### config.mk
export PLATFORM = sky130hd
export DESIGN_NAME = hc595_chain_driver_flat
export DESIGN_NICKNAME = d
export VERILOG_FILES = /design/src/rtl/hc595_chain_driver_if.sv /design/src/rtl/hc595_chain_driver.sv /design/src/flat_wrapper.sv
export SDC_FILE = /design/constraint.sdc
export NUM_CORES = 1
export LEC_CHECK = 0
export BUFFER_PORTS_ARGS = -buffer_cell sky130_fd_sc_hd__buf_2
export CAP_MARGIN = 25
export CELL_PAD_IN_SITES_DETAIL_PLACEMENT = 0
export CELL_PAD_IN_SITES_GLOBAL_PLACEMENT = 1
export CORE_ASPECT_RATIO = 1.25
export CORE_UTILIZATION = 42
export DETAILED_ROUTE_END_ITERATION = 8
export MAX_ROUTING_LAYER = met4
export PLACE_DENSITY = 0.85
export SYNTH_ARGS = -nofsm -noshare
export SYNTH_HDL_FRONTEND = slang
export SYNTH_SLANG_ARGS = --single-unit
### constraint.sdc
create_clock -name system_clock -period 2 [get_ports system_clock]
set_input_delay 0.4 -clock system_clock [delete_from_list [all_inputs] [get_ports system_clock]]
set_output_delay 0.4 -clock system_clock [all_outputs]
set_load 0.01 [all_outputs]
### src/rtl/hc595_chain_driver_if.sv
// Frame load handshake between a producer and the 74HC595 chain driver.
interface hc595_chain_driver_if #(
    parameter int DATA_WIDTH = 14
);
    logic                  load_valid;
    logic                  load_ready;
    logic [DATA_WIDTH-1:0] load_data;

    modport master (output load_valid, output load_data, input load_ready);
    modport slave  (input load_valid, input load_data, output load_ready);
endinterface

### src/rtl/hc595_chain_driver.sv
// Handshaked frame driver for a cascade of 74HC595 shift registers,
// with a PWM brightness signal on the active-low output enable.
module hc595_chain_driver #(
    parameter int DATA_WIDTH   = 14,
    parameter int CLK_DIV      = 4,
    parameter bit LSB_FIRST    = 1'b0,
    parameter int BRIGHT_WIDTH = 4
) (
    input  logic                    system_clock,
    input  logic                    system_reset_n,
    hc595_chain_driver_if.slave     load,
    input  logic [BRIGHT_WIDTH-1:0] brightness,
    output logic                    ds,
    output logic                    shcp,
    output logic                    stcp,
    output logic                    oe,
    output logic                    busy,
    output logic                    frame_done
);
    localparam int PW = $clog2(CLK_DIV);
    localparam int IW = $clog2(DATA_WIDTH);
    localparam logic [PW-1:0] PH_LAST  = PW'(CLK_DIV - 1);
    localparam logic [PW-1:0] PH_HALF  = PW'(CLK_DIV / 2);
    localparam logic [IW-1:0] IDX_LAST = IW'(DATA_WIDTH - 1);

    typedef enum logic [1:0] {IDLE, SHIFT, LATCH} state_t;

    state_t                  state, state_d;
    logic [IW-1:0]           idx, idx_d;
    logic [PW-1:0]           phase, phase_d;
    logic [DATA_WIDTH-1:0]   shreg, shreg_d, ordered;
    logic [BRIGHT_WIDTH-1:0] pwm_cnt, pwm_d;
    logic                    latched_once, latched_d;
    logic                    ds_d, shcp_d, stcp_d, oe_d, busy_d, ready_d, done_d;

    // The shift register always shifts MSB-out, so LSB-first frames are reversed on capture.
    always_comb begin
        ordered = '0;
        for (int unsigned i = 0; i < DATA_WIDTH; i++) begin
            ordered[i] = LSB_FIRST ? load.load_data[DATA_WIDTH-1-i] : load.load_data[i];
        end
    end

    always_comb begin
        state_d   = state;
        idx_d     = idx;
        phase_d   = phase;
        shreg_d   = shreg;
        ds_d      = ds;
        busy_d    = busy;
        ready_d   = load.load_ready;
        done_d    = 1'b0;
        latched_d = latched_once;
        case (state)
            IDLE: begin
                if (load.load_valid && load.load_ready) begin
                    shreg_d = ordered;
                    ds_d    = ordered[DATA_WIDTH-1];
                    idx_d   = '0;
                    phase_d = '0;
                    busy_d  = 1'b1;
                    ready_d = 1'b0;
                    state_d = SHIFT;
                end
            end
            SHIFT: begin
                if (phase == PH_LAST) begin
                    phase_d = '0;
                    if (idx == IDX_LAST) begin
                        state_d = LATCH;
                    end else begin
                        idx_d   = idx + 1'b1;
                        shreg_d = {shreg[DATA_WIDTH-2:0], 1'b0};
                        ds_d    = shreg[DATA_WIDTH-2];
                    end
                end else begin
                    phase_d = phase + 1'b1;
                end
            end
            LATCH: begin
                if (phase == PH_LAST) begin
                    phase_d   = '0;
                    state_d   = IDLE;
                    done_d    = 1'b1;
                    latched_d = 1'b1;
                    busy_d    = 1'b0;
                    ready_d   = 1'b1;
                end else begin
                    phase_d = phase + 1'b1;
                end
            end
            default: state_d = IDLE;
        endcase

        // Strobes are decoded from next-state values so the registered pins line up with phase.
        shcp_d = (state_d == SHIFT) && (phase_d >= PH_HALF);
        stcp_d = (state_d == LATCH) && (phase_d >= PH_HALF);
        pwm_d  = pwm_cnt + 1'b1;
        oe_d   = !(latched_d && ((pwm_d < brightness) || (&brightness)));
    end

    always_ff @(posedge system_clock or negedge system_reset_n) begin
        if (!system_reset_n) begin
            state           <= IDLE;
            idx             <= '0;
            phase           <= '0;
            shreg           <= '0;
            pwm_cnt         <= '0;
            latched_once    <= 1'b0;
            ds              <= 1'b0;
            shcp            <= 1'b0;
            stcp            <= 1'b0;
            oe              <= 1'b1;
            busy            <= 1'b0;
            frame_done      <= 1'b0;
            load.load_ready <= 1'b1;
        end else begin
            state           <= state_d;
            idx             <= idx_d;
            phase           <= phase_d;
            shreg           <= shreg_d;
            pwm_cnt         <= pwm_d;
            latched_once    <= latched_d;
            ds              <= ds_d;
            shcp            <= shcp_d;
            stcp            <= stcp_d;
            oe              <= oe_d;
            busy            <= busy_d;
            frame_done      <= done_d;
            load.load_ready <= ready_d;
        end
    end
endmodule

### src/flat_wrapper.sv
// flat-port wrapper written by rule: the top's interface ports become plain ports
module hc595_chain_driver_flat 
#(
    parameter int DATA_WIDTH   = 14,
    parameter int CLK_DIV      = 4,
    parameter bit LSB_FIRST    = 1'b0,
    parameter int BRIGHT_WIDTH = 4
)
  (system_clock, system_reset_n, brightness, ds, shcp, stcp, oe, busy, frame_done, load_load_valid, load_load_data, load_load_ready);
  hc595_chain_driver_if #(.DATA_WIDTH(DATA_WIDTH)) load_i ();
  input  logic system_clock;
  input  logic system_reset_n;
  input  logic [BRIGHT_WIDTH-1:0] brightness;
  output logic ds;
  output logic shcp;
  output logic stcp;
  output logic oe;
  output logic busy;
  output logic frame_done;
  input wire logic [$bits(load_i.load_valid)-1:0] load_load_valid;
  input wire logic [$bits(load_i.load_data)-1:0] load_load_data;
  output wire logic [$bits(load_i.load_ready)-1:0] load_load_ready;
  assign load_i.load_valid = load_load_valid;
  assign load_i.load_data = load_load_data;
  assign load_load_ready = load_i.load_ready;
  hc595_chain_driver #(.DATA_WIDTH(DATA_WIDTH), .CLK_DIV(CLK_DIV), .LSB_FIRST(LSB_FIRST), .BRIGHT_WIDTH(BRIGHT_WIDTH)) u_core (.system_clock(system_clock), .system_reset_n(system_reset_n), .load(load_i), .brightness(brightness), .ds(ds), .shcp(shcp), .stcp(stcp), .oe(oe), .busy(busy), .frame_done(frame_done));
endmodule
# --- Yosys cells after proc, flatten, opt, wreduce, memory -nomap -nowiden ---
# Cells that the tools add are included.
op_classes:
  bitwise_logic: 0
  order_cmp: 2
  reduce_logical: 13
  n_eq_ne: 10
  mux: 30
  n_mul: 0
  addsub: 3
  div_mod_pow: 0
  shifts: 0
ops:
  columns: ["operator", "n"]
  rows:
  - ["13-bit two-way mux", 3]
  - ["13-bit one-hot mux with 2 select lines", 1]
  - ["2-bit two-way mux", 6]
  - ["4-bit two-way mux", 3]
  - ["1-bit two-way mux", 11]
  - ["4-bit by 1-bit adder with 4-bit output (second input constant)", 2]
  - ["4-bit one-hot mux with 2 select lines", 1]
  - ["4-bit AND reduction", 2]
  - ["2-bit equality test (second input constant)", 3]
  - ["2-bit by 1-bit != test with 1-bit output (second input constant)", 3]
  - ["1-bit one-hot mux with 2 select lines", 3]
  - ["2-bit one-hot mux with 3 select lines", 1]
  - ["2-bit by 1-bit equality test with 1-bit output (second input constant)", 2]
  - ["4-bit equality test (second input constant)", 1]
  - ["1-bit logical AND", 4]
  - ["4-bit less-than comparator", 1]
  - ["2-bit one-hot mux with 2 select lines", 1]
  - ["2-bit nonzero test", 2]
  - ["3-bit AND reduction", 1]
  - ["2-bit by 1-bit adder with 2-bit output (second input constant)", 1]
  - ["2-bit greater-or-equal comparator (second input constant)", 1]
  - ["2-bit zero test", 1]
  - ["2-bit != test (second input constant)", 1]
  - ["2-bit OR reduction", 1]
  - ["2 further kinds", 2]
word_totals:
  memories: 0
  ram_bits: 0
  out_inout_bits: 7
  in_bits: 21
  mem_bits_ro: 0
  latchBits: 0
  elab_cells: 71
  reg_bits: 33

# --- Longest topological paths before layout ---
# Gate-level depths: netlist of the first run.
depth:
  ltp_word: 6
  mapped_depth: 9
  depth_no_buf: 6

# --- Worst setup path after synthesis of the first run ---
# No wires, ideal clock.
synth_path:
  path_kind: "register to register"
  start: "register u_core.state[0]"
  end: "register u_core.idx[3]"
  synth_period_minus_slack_ns: 1.661
  path_slack_ns: 0.339
  required_ns: 1.923
  path_buffers: 1
  stages_incl_launch_ff: 8
  arrival_time_ns: 1.584
  setup_ns: 0.077
  path_cell_list: "dfrtp_1 -> inv_1 -> ha_1 -> a21boi_2 -> buf_6 -> nand4b_1 -> or3_1 -> a21oi_1"
synth_between:
  elab_chain_cells: 3
  elab_cells_between_ends: 8
  classes_between: "eq/ne (4); mux (1); reduce/logical (3)"
synth_rtl:
  columns: ["item", "line_no", "source"]
  rows:
  - ["start: declaration", "hc595_chain_driver.sv:28", "state_t state, state_d;"]
  - ["start signal: assignment", "hc595_chain_driver.sv:118", "state <= state_d;"]
  - ["2-bit by 1-bit equality test with 1-bit output or 2-bit zero test (tied branches)", "hc595_chain_driver.sv:54", "case (state)"]
  - ["2-bit by 1-bit != test with 1-bit output (no source line) (tied with other cells)", null, null]
  - ["4-bit AND reduction (no source line)", null, null]
  - ["end signal: assignment", "hc595_chain_driver.sv:119", "idx <= idx_d;"]
  - ["end: declaration", "hc595_chain_driver.sv:29", "logic [IW-1:0] idx, idx_d;"]
# Several ways; a longest one is shown, not always the timed one.
# A chain may end at the register's enable or synchronous reset.

# --- Worst setup path after layout of the first run ---
layout_path:
  start: "register u_core.state[1]"
  end: "register u_core.ds"
layout_between:
  elab_chain_cells: 3
  elab_cells_between_ends: 8
  classes_between: "eq/ne (4); mux (1); reduce/logical (3)"
layout_rtl:
  columns: ["item", "line_no", "source"]
  rows:
  - ["2-bit by 1-bit equality test with 1-bit output or 2-bit zero test (tied branches)", "hc595_chain_driver.sv:54", null]
  - ["2-bit by 1-bit != test with 1-bit output (no source line) (tied with other cells)", null, null]
  - ["4-bit AND reduction (no source line)", null, null]
  - ["end signal: assignment", "hc595_chain_driver.sv:124", "ds <= ds_d;"]
  - ["end: declaration", "hc595_chain_driver.sv:13", "output logic ds,"]
# Several ways; a longest one is shown, not always the timed one.

==> impl_metrics.env, run 1 <==
export IMPL_clockPowerShare=0.287
export IMPL_dr_total_vias=1293
export IMPL_antenna_found_initial=0
export IMPL_max_cap_violations=0
export IMPL_clk_pin_slew_ns=0.06
export IMPL_top_layer="met4"
export IMPL_power_density_nw_per_um2=987
export IMPL_power_uw=1890
export IMPL_placementRows=25
export IMPL_critPathRequiredTime_ns=2.18
export IMPL_wl_met3_um=152
export IMPL_min_delay_path_class="in2async"
export IMPL_met2RoutedLength_um=1740
export IMPL_period_share=0.916
export IMPL_slew_headroom=0.519
export IMPL_drive_gt1_frac=0.238
export IMPL_finalHoldViolCount=0
export IMPL_setup_viol=0
export IMPL_fin_area_um2=1910
export IMPL_ys_types=40
export IMPL_root_buffer="clkbuf_8"
export IMPL_ys_seq_area_frac=0.504
export IMPL_synth_top_cell_by_area="dfrtp_1"
export IMPL_ys_warn_count=0
export IMPL_synth_common_cells="dfrtp_1, o21ai_0, inv_1, o22ai_1, ha_1"
export IMPL_drc=4
export IMPL_pwr_share_comb=0.279
export IMPL_status="finished with violations"
export IMPL_drt_initial_drc_count=73
export IMPL_synth_most_common_cell="dfrtp_1"
export IMPL_synth_top_area_share=0.472
export IMPL_intPower_uw=1300
export IMPL_dr_pass1_iters=6
export IMPL_holdWs_ns=0.173
export IMPL_viasPerCell=5.55
export IMPL_hold_buffers=0
export IMPL_critPathMaxFanout=13
export IMPL_clock_sinks=33
export IMPL_cts_tree="done"
export IMPL_ys_flop_type="dfrtp_1"
export IMPL_cts_buffers=5
export IMPL_clk_latency_ns=0.28
export IMPL_hpwlAfterDp_um=2510
export IMPL_overflow=0
export IMPL_max_freq_mhz=546
export IMPL_first_global_vias=1330
export IMPL_critPathArrivalTime_ns=2.02
export IMPL_ant_nets=0
export IMPL_p_sw_uw=588
export IMPL_fin_skew_ns=0.00339
export IMPL_period_needed_ns=1.83
export IMPL_synthToLayoutAreaGrowth_pct=16.4
export IMPL_finalSetupTns_ns=0
export IMPL_switching_share=0.312
export IMPL_gp_congestion=0.794
export IMPL_insertedDiodeCount=0
export IMPL_die_h_um=71.9
export IMPL_p_seq_frac=0.434
export IMPL_htreeDepth=2
export IMPL_critical_path_class="reg2reg"
export IMPL_async_flop_share=1.00
export IMPL_syn_avg_cell_area_um2=10.1
export IMPL_synth_edff_count=0
export IMPL_synth_seq_cells=33
export IMPL_tightest_slew_ns=0.721
export IMPL_core_um2=3750
export IMPL_track_usage=0.193
export IMPL_syn_nets=194
export IMPL_dieArea_um2=4170
export IMPL_synth_area_leaders="dfrtp_1, ha_1, o21ai_0, o22ai_1, dfstp_2"
export IMPL_synth_cells=162
export IMPL_worstSetupEndpointType="flop"
export IMPL_grt_max_degree=34
export IMPL_dpl_instance_area_um2=1810
export IMPL_avgRoutedWirePerCell_um=14.8
export IMPL_routed_wl_um=3460
export IMPL_die_x_um=57.9
export IMPL_worst_slack_ns=0.168
export IMPL_rsz0062_at_grt="false"
export IMPL_num_nets_final=224
export IMPL_initial_core_util=0.438
export IMPL_cts_resized_gates=0
export IMPL_grt_pass1_wl_um=5910
export IMPL_dp_slack_ns=0.172
export IMPL_syn_area_um2=1640
export IMPL_peakVddDrop_v=0.000481
export IMPL_slew_violations=0
export IMPL_wl_met1_um=1510
export IMPL_start_kind="flop"
export IMPL_failed_checks="DRC"
export IMPL_ios=28
export IMPL_clock_path_buffers=2
export IMPL_post_cts_buffers=0
export IMPL_port_buffers=27
export IMPL_cellLeakagePower_uw=0.000924
power by group through the flow:
stage	registers, uW	clock network [uW]	logic (uW)
after floorplan	822	0	385
after global placement	826	0	497
after detailed placement	830	0	531
after CTS	819	565	532
after global routing	831	601	599
final	819	541	527
worst paths after layout:
kind,from,endpoint,depth (start not counted),slack [ns]
max reg2reg,u_core.state[1]$_DFF_PN0_,u_core.ds$_DFFE_PN0P_,7,0.17
max,u_core.state[1]$_DFF_PN0_,u_core.ds$_DFFE_PN0P_,7,0.17
max in group asynchronous,system_reset_n,u_core.state[1]$_DFF_PN0_,1,1.37
min reg2reg,u_core.latched_once$_DFF_PN0_,u_core.latched_once$_DFF_PN0_,1,0.46
min,system_reset_n,u_core.shreg[7]$_DFFE_PN0P_,1,0.17
min in group system_clock,load_load_data[0],u_core.shreg[0]$_DFFE_PN0P_,2,0.36
kinds of logic (layout without fill, tap and decap cells):
logic type               after synthesis  in the layout  share of synthesized area
AO/OA/AOI/OAI                         63             63                      0.224
flip-flops                            33             33                      0.504
AND/OR/NAND/NOR                       29             29                     0.0983
buffers and inverters                 23             54                     0.0731
adder cells (fa/ha/maj)               11             11                     0.0838
XOR/XNOR                               2              2                     0.0107
multiplexers                           1              1                    0.00609
cell usage in the layout, fill, tap and decap left out, drive strengths merged, types with 2 or more instances in the layout:
master,instances
nand2b,3
o21ai,33
ha,11
or3,2
or2,2
buf,32
dfrtp,31
a211oi,2
dfstp,2
nand3,3
and3,2
o22ai,12
nor2,4
a21oi,6
clkbuf,7
inv,14
nand2,6
a31oi,3
through the flow:
step            util  std cells
2_1_floorplan      -        162
3_3_place_gp   0.482        225
3_5_place_dp   0.482        225
4_1_cts        0.509        233
5_1_grt        0.509        233
6_report       0.509        233
worst max-delay path, cell delays in order (launching register included):
cell,delay (ns)
dfrtp_1,0.42
inv_1,0.10
ha_1,0.28
nand2_1,0.08
a2bb2oi_1,0.15
or2_1,0.29
buf_12,0.17
a211oi_1,0.24
registers in the layout (all words and copies together) (netlist names):
| signal | cells |
|---|---|
| u_core.busy | 1 |
| u_core.shcp | 1 |
| u_core.phase | 2 |
| u_core.latched_once | 1 |
| u_core.idx | 4 |
| u_core.oe | 1 |
| u_core.state | 2 |
| u_core.stcp | 1 |
| u_core.shreg | 13 |
| u_core.load.load_ready | 1 |
| u_core.pwm_cnt | 4 |
| u_core.frame_done | 1 |
| u_core.ds | 1 |
metal layers:
layer,track usage,vias up
li1,-,639
met1,0.234,610
met2,0.309,38
met3,0.0499,6
met4,0.0741,0
met5,-,-
area by class of cell:
cell class / instances / area, um2
Tap cell: 40 / 50.0
Inverter: 14 / 52.6
Multi-Input combinational cell: 106 / 694
Timing Repair Buffer: 32 / 185
Sequential cell: 33 / 828
Clock inverter: 1 / 5.00
Clock buffer: 7 / 96.3
Fill cell: 361 / 1840
(Power assumes the default switching activity.)
==> inputs of run 2 (changes only) <==
--- a/config.mk
+++ b/config.mk
@@ -10,10 +10,10 @@
 export CELL_PAD_IN_SITES_DETAIL_PLACEMENT = 0
 export CELL_PAD_IN_SITES_GLOBAL_PLACEMENT = 1
 export CORE_ASPECT_RATIO = 1.25
-export CORE_UTILIZATION = 42
+export CORE_UTILIZATION = 38
 export DETAILED_ROUTE_END_ITERATION = 8
 export MAX_ROUTING_LAYER = met4
-export PLACE_DENSITY = 0.85
+export PLACE_DENSITY = 0.82
 export SYNTH_ARGS = -nofsm -noshare
 export SYNTH_HDL_FRONTEND = slang
 export SYNTH_SLANG_ARGS = --single-unit
==> constraint.sdc (replaced) <==
create_clock -name system_clock -period 1.51 [get_ports system_clock]
set_input_delay 0.302 -clock system_clock [delete_from_list [all_inputs] [get_ports system_clock]]
set_output_delay 0.302 -clock system_clock [all_outputs]
set_load 0.01 [all_outputs]
==> impl_metrics.env, run 2 (synthesis results as in run 1) <==
export IMPL_critPathRequiredTime_ns=1.72
export IMPL_avgRoutedWirePerCell_um=14.1
export IMPL_dpl_instance_area_um2=2020
export IMPL_period_needed_ns=1.60
export IMPL_max_freq_mhz=624
export IMPL_grt_max_degree=17
export IMPL_dr_total_vias=1401
export IMPL_viasPerCell=5.08
export IMPL_power_density_nw_per_um2=1270
export IMPL_critPathArrivalTime_ns=1.81
export IMPL_routed_wl_um=3900
export IMPL_top_register="u_core.shreg"
export IMPL_slew_violations=0
export IMPL_num_nets_final=251
export IMPL_clk_pin_slew_ns=0.07
export IMPL_p_seq_frac=0.360
export IMPL_mostFrequentLayoutCell="dfrtp_1"
export IMPL_drc=0
export IMPL_p_sw_uw=942
export IMPL_final_util=0.582
export IMPL_slew_headroom=0.769
export IMPL_htreeDepth=2
export IMPL_critPathMaxFanout=5
export IMPL_die_x_um=60.8
export IMPL_failed_checks="setup timing"
export IMPL_clock_path_buffers=2
export IMPL_placementRows=26
export IMPL_cts_buffers=5
export IMPL_top_regs="u_core.shreg (13), u_core.idx (4), u_core.pwm_cnt (4)"
export IMPL_critical_path_class="reg2reg"
export IMPL_core_um2=4130
export IMPL_drive_gt1_frac=0.518
export IMPL_clock_sinks=33
export IMPL_cts_tree="done"
export IMPL_setup_viol=14
export IMPL_root_buffer="clkbuf_8"
export IMPL_fin_skew_ns=0.00944
export IMPL_clk_latency_ns=0.28
export IMPL_track_usage=0.189
export IMPL_fin_area_um2=2410
export IMPL_hold_start="load_load_data[0]"
export IMPL_drt_initial_drc_count=56
export IMPL_r2r_start="u_core.idx[1]$_DFFE_PN0P_"
export IMPL_switching_share=0.309
export IMPL_port_buffers=27
export IMPL_gp_congestion=0.757
export IMPL_ios=28
export IMPL_worst_slack_ns=-0.0921
export IMPL_pwr_share_comb=0.362
export IMPL_initial_core_util=0.398
export IMPL_rsz0062_at_grt="true"
export IMPL_clockPowerShare=0.279
export IMPL_status="finished with violations"
export IMPL_hpwlAfterDp_um=2800
export IMPL_dr_pass1_iters=4
export IMPL_cp_startpoint="u_core.idx[1]$_DFFE_PN0P_"
export IMPL_ant_nets=0
export IMPL_tightest_slew_ns=0.347
export IMPL_holdWs_ns=0.248
export IMPL_cellLeakagePower_uw=0.00112
export IMPL_period_share=1.06
export IMPL_first_global_vias=1423
export IMPL_final_cell_mix="dfrtp_1, buf_2, buf_4"
export IMPL_worstSetupEndpointType="flop"
export IMPL_min_delay_path_class="in2reg"
export IMPL_peakVddDrop_v=0.000543
export IMPL_overflow=0
export IMPL_die_h_um=75.5
export IMPL_finalHoldViolCount=0
export IMPL_grt_pass1_wl_um=6180
export IMPL_insertedDiodeCount=0
export IMPL_intPower_uw=2100
export IMPL_largest_reg_flops=13
export IMPL_antenna_found_initial=0
export IMPL_max_cap_violations=0
export IMPL_start_kind="flop"
export IMPL_dieArea_um2=4590
export IMPL_synthToLayoutAreaGrowth_pct=46.5
run 2: cell count changes in the layout (fill, tap and decap cells not counted), moves of 3 or more:
cell / before / now
buf_6: 0 / 6
o21ai_2: 1 / 10
ha_4: 0 / 3
o22ai_1: 12 / 1
buf_4: 4 / 25
o22ai_2: 0 / 11
inv_1: 14 / 11
o21ai_0: 23 / 16
o21ai_1: 9 / 6
inv_2: 0 / 3
ha_1: 11 / 6
run 2: worst max-delay path: stages (launching register included):
cell,delay (ns)
dfrtp_1,0.37
inv_1,0.05
ha_2,0.16
and3_4,0.19
a2bb2oi_4,0.15
buf_6,0.13
or3_4,0.36
a21oi_2,0.11
run 2: per-stage QoR:
step                TNS (ns)  power (uW)  instances  worst slack (ns)
floorplan              -1.01        1640        162           -0.0823
global placement       -1.21        1870        262            -0.101
detailed placement     -2.21        1920        262            -0.169
CTS                   -0.196        2930        273           -0.0449
global route           -1.34        3220        276            -0.121
finish                -0.413        3050        276           -0.0921
run 2: per-layer routing:
layer | up-vias | routed length, um | GRT usage
met5 | - | 0 | -
met4 | 0 | 55 | 0.0732
met3 | 5 | 109 | 0.0458
met2 | 20 | 2040 | 0.320
met1 | 687 | 1690 | 0.215
li1 | 689 | - | -
run 2: timing repair:
| action | 4_1_cts | 5_1_grt |
|---|---|---|
| endpoints found under the setup margin | 20 | 22 |
| hold buffers | 1 | 0 |
| pin swaps | 6 | 6 |
| resized for setup | 24 | 27 |
| buffers inserted | 2 | 3 |
| endpoints found under the hold margin | 14 | 0 |
run 2: power groups by stage:
stage	registers (uW)	clock network, uW	logic (uW)
2_1_floorplan	1090	0	550
3_3_place_gp	1090	0	780
3_5_place_dp	1100	0	822
4_1_cts	1090	863	978
5_1_grt	1110	904	1200
6_report	1100	848	1100
run 2: area by class of cell:
type	count	area, um2
Fill cell	365	1730
Multi-Input combinational cell	106	937
Sequential cell	33	830
Timing Repair Buffer	59	400
Clock buffer	7	86.3
Tap cell	56	70.1
Inverter	14	52.6
Clock inverter	1	30.0
run 2: path summary, 6_finish.rpt:
check | to | slack, ns | cells after the start
worst min register to register | u_core.latched_once$_DFF_PN0_ | 0.46 | 1
worst min-delay path | u_core.shreg[0]$_DFFE_PN0P_ | 0.25 | 2
worst max register to register | u_core.idx[3]$_DFFE_PN0P_ | -0.09 | 7
min in group asynchronous | u_core.shreg[1]$_DFFE_PN0P_ | 0.45 | 2
max in group asynchronous | u_core.load.load_ready$_DFFE_PN1P_ | 0.50 | 3
worst max-delay path | u_core.idx[3]$_DFFE_PN0P_ | -0.09 | 7
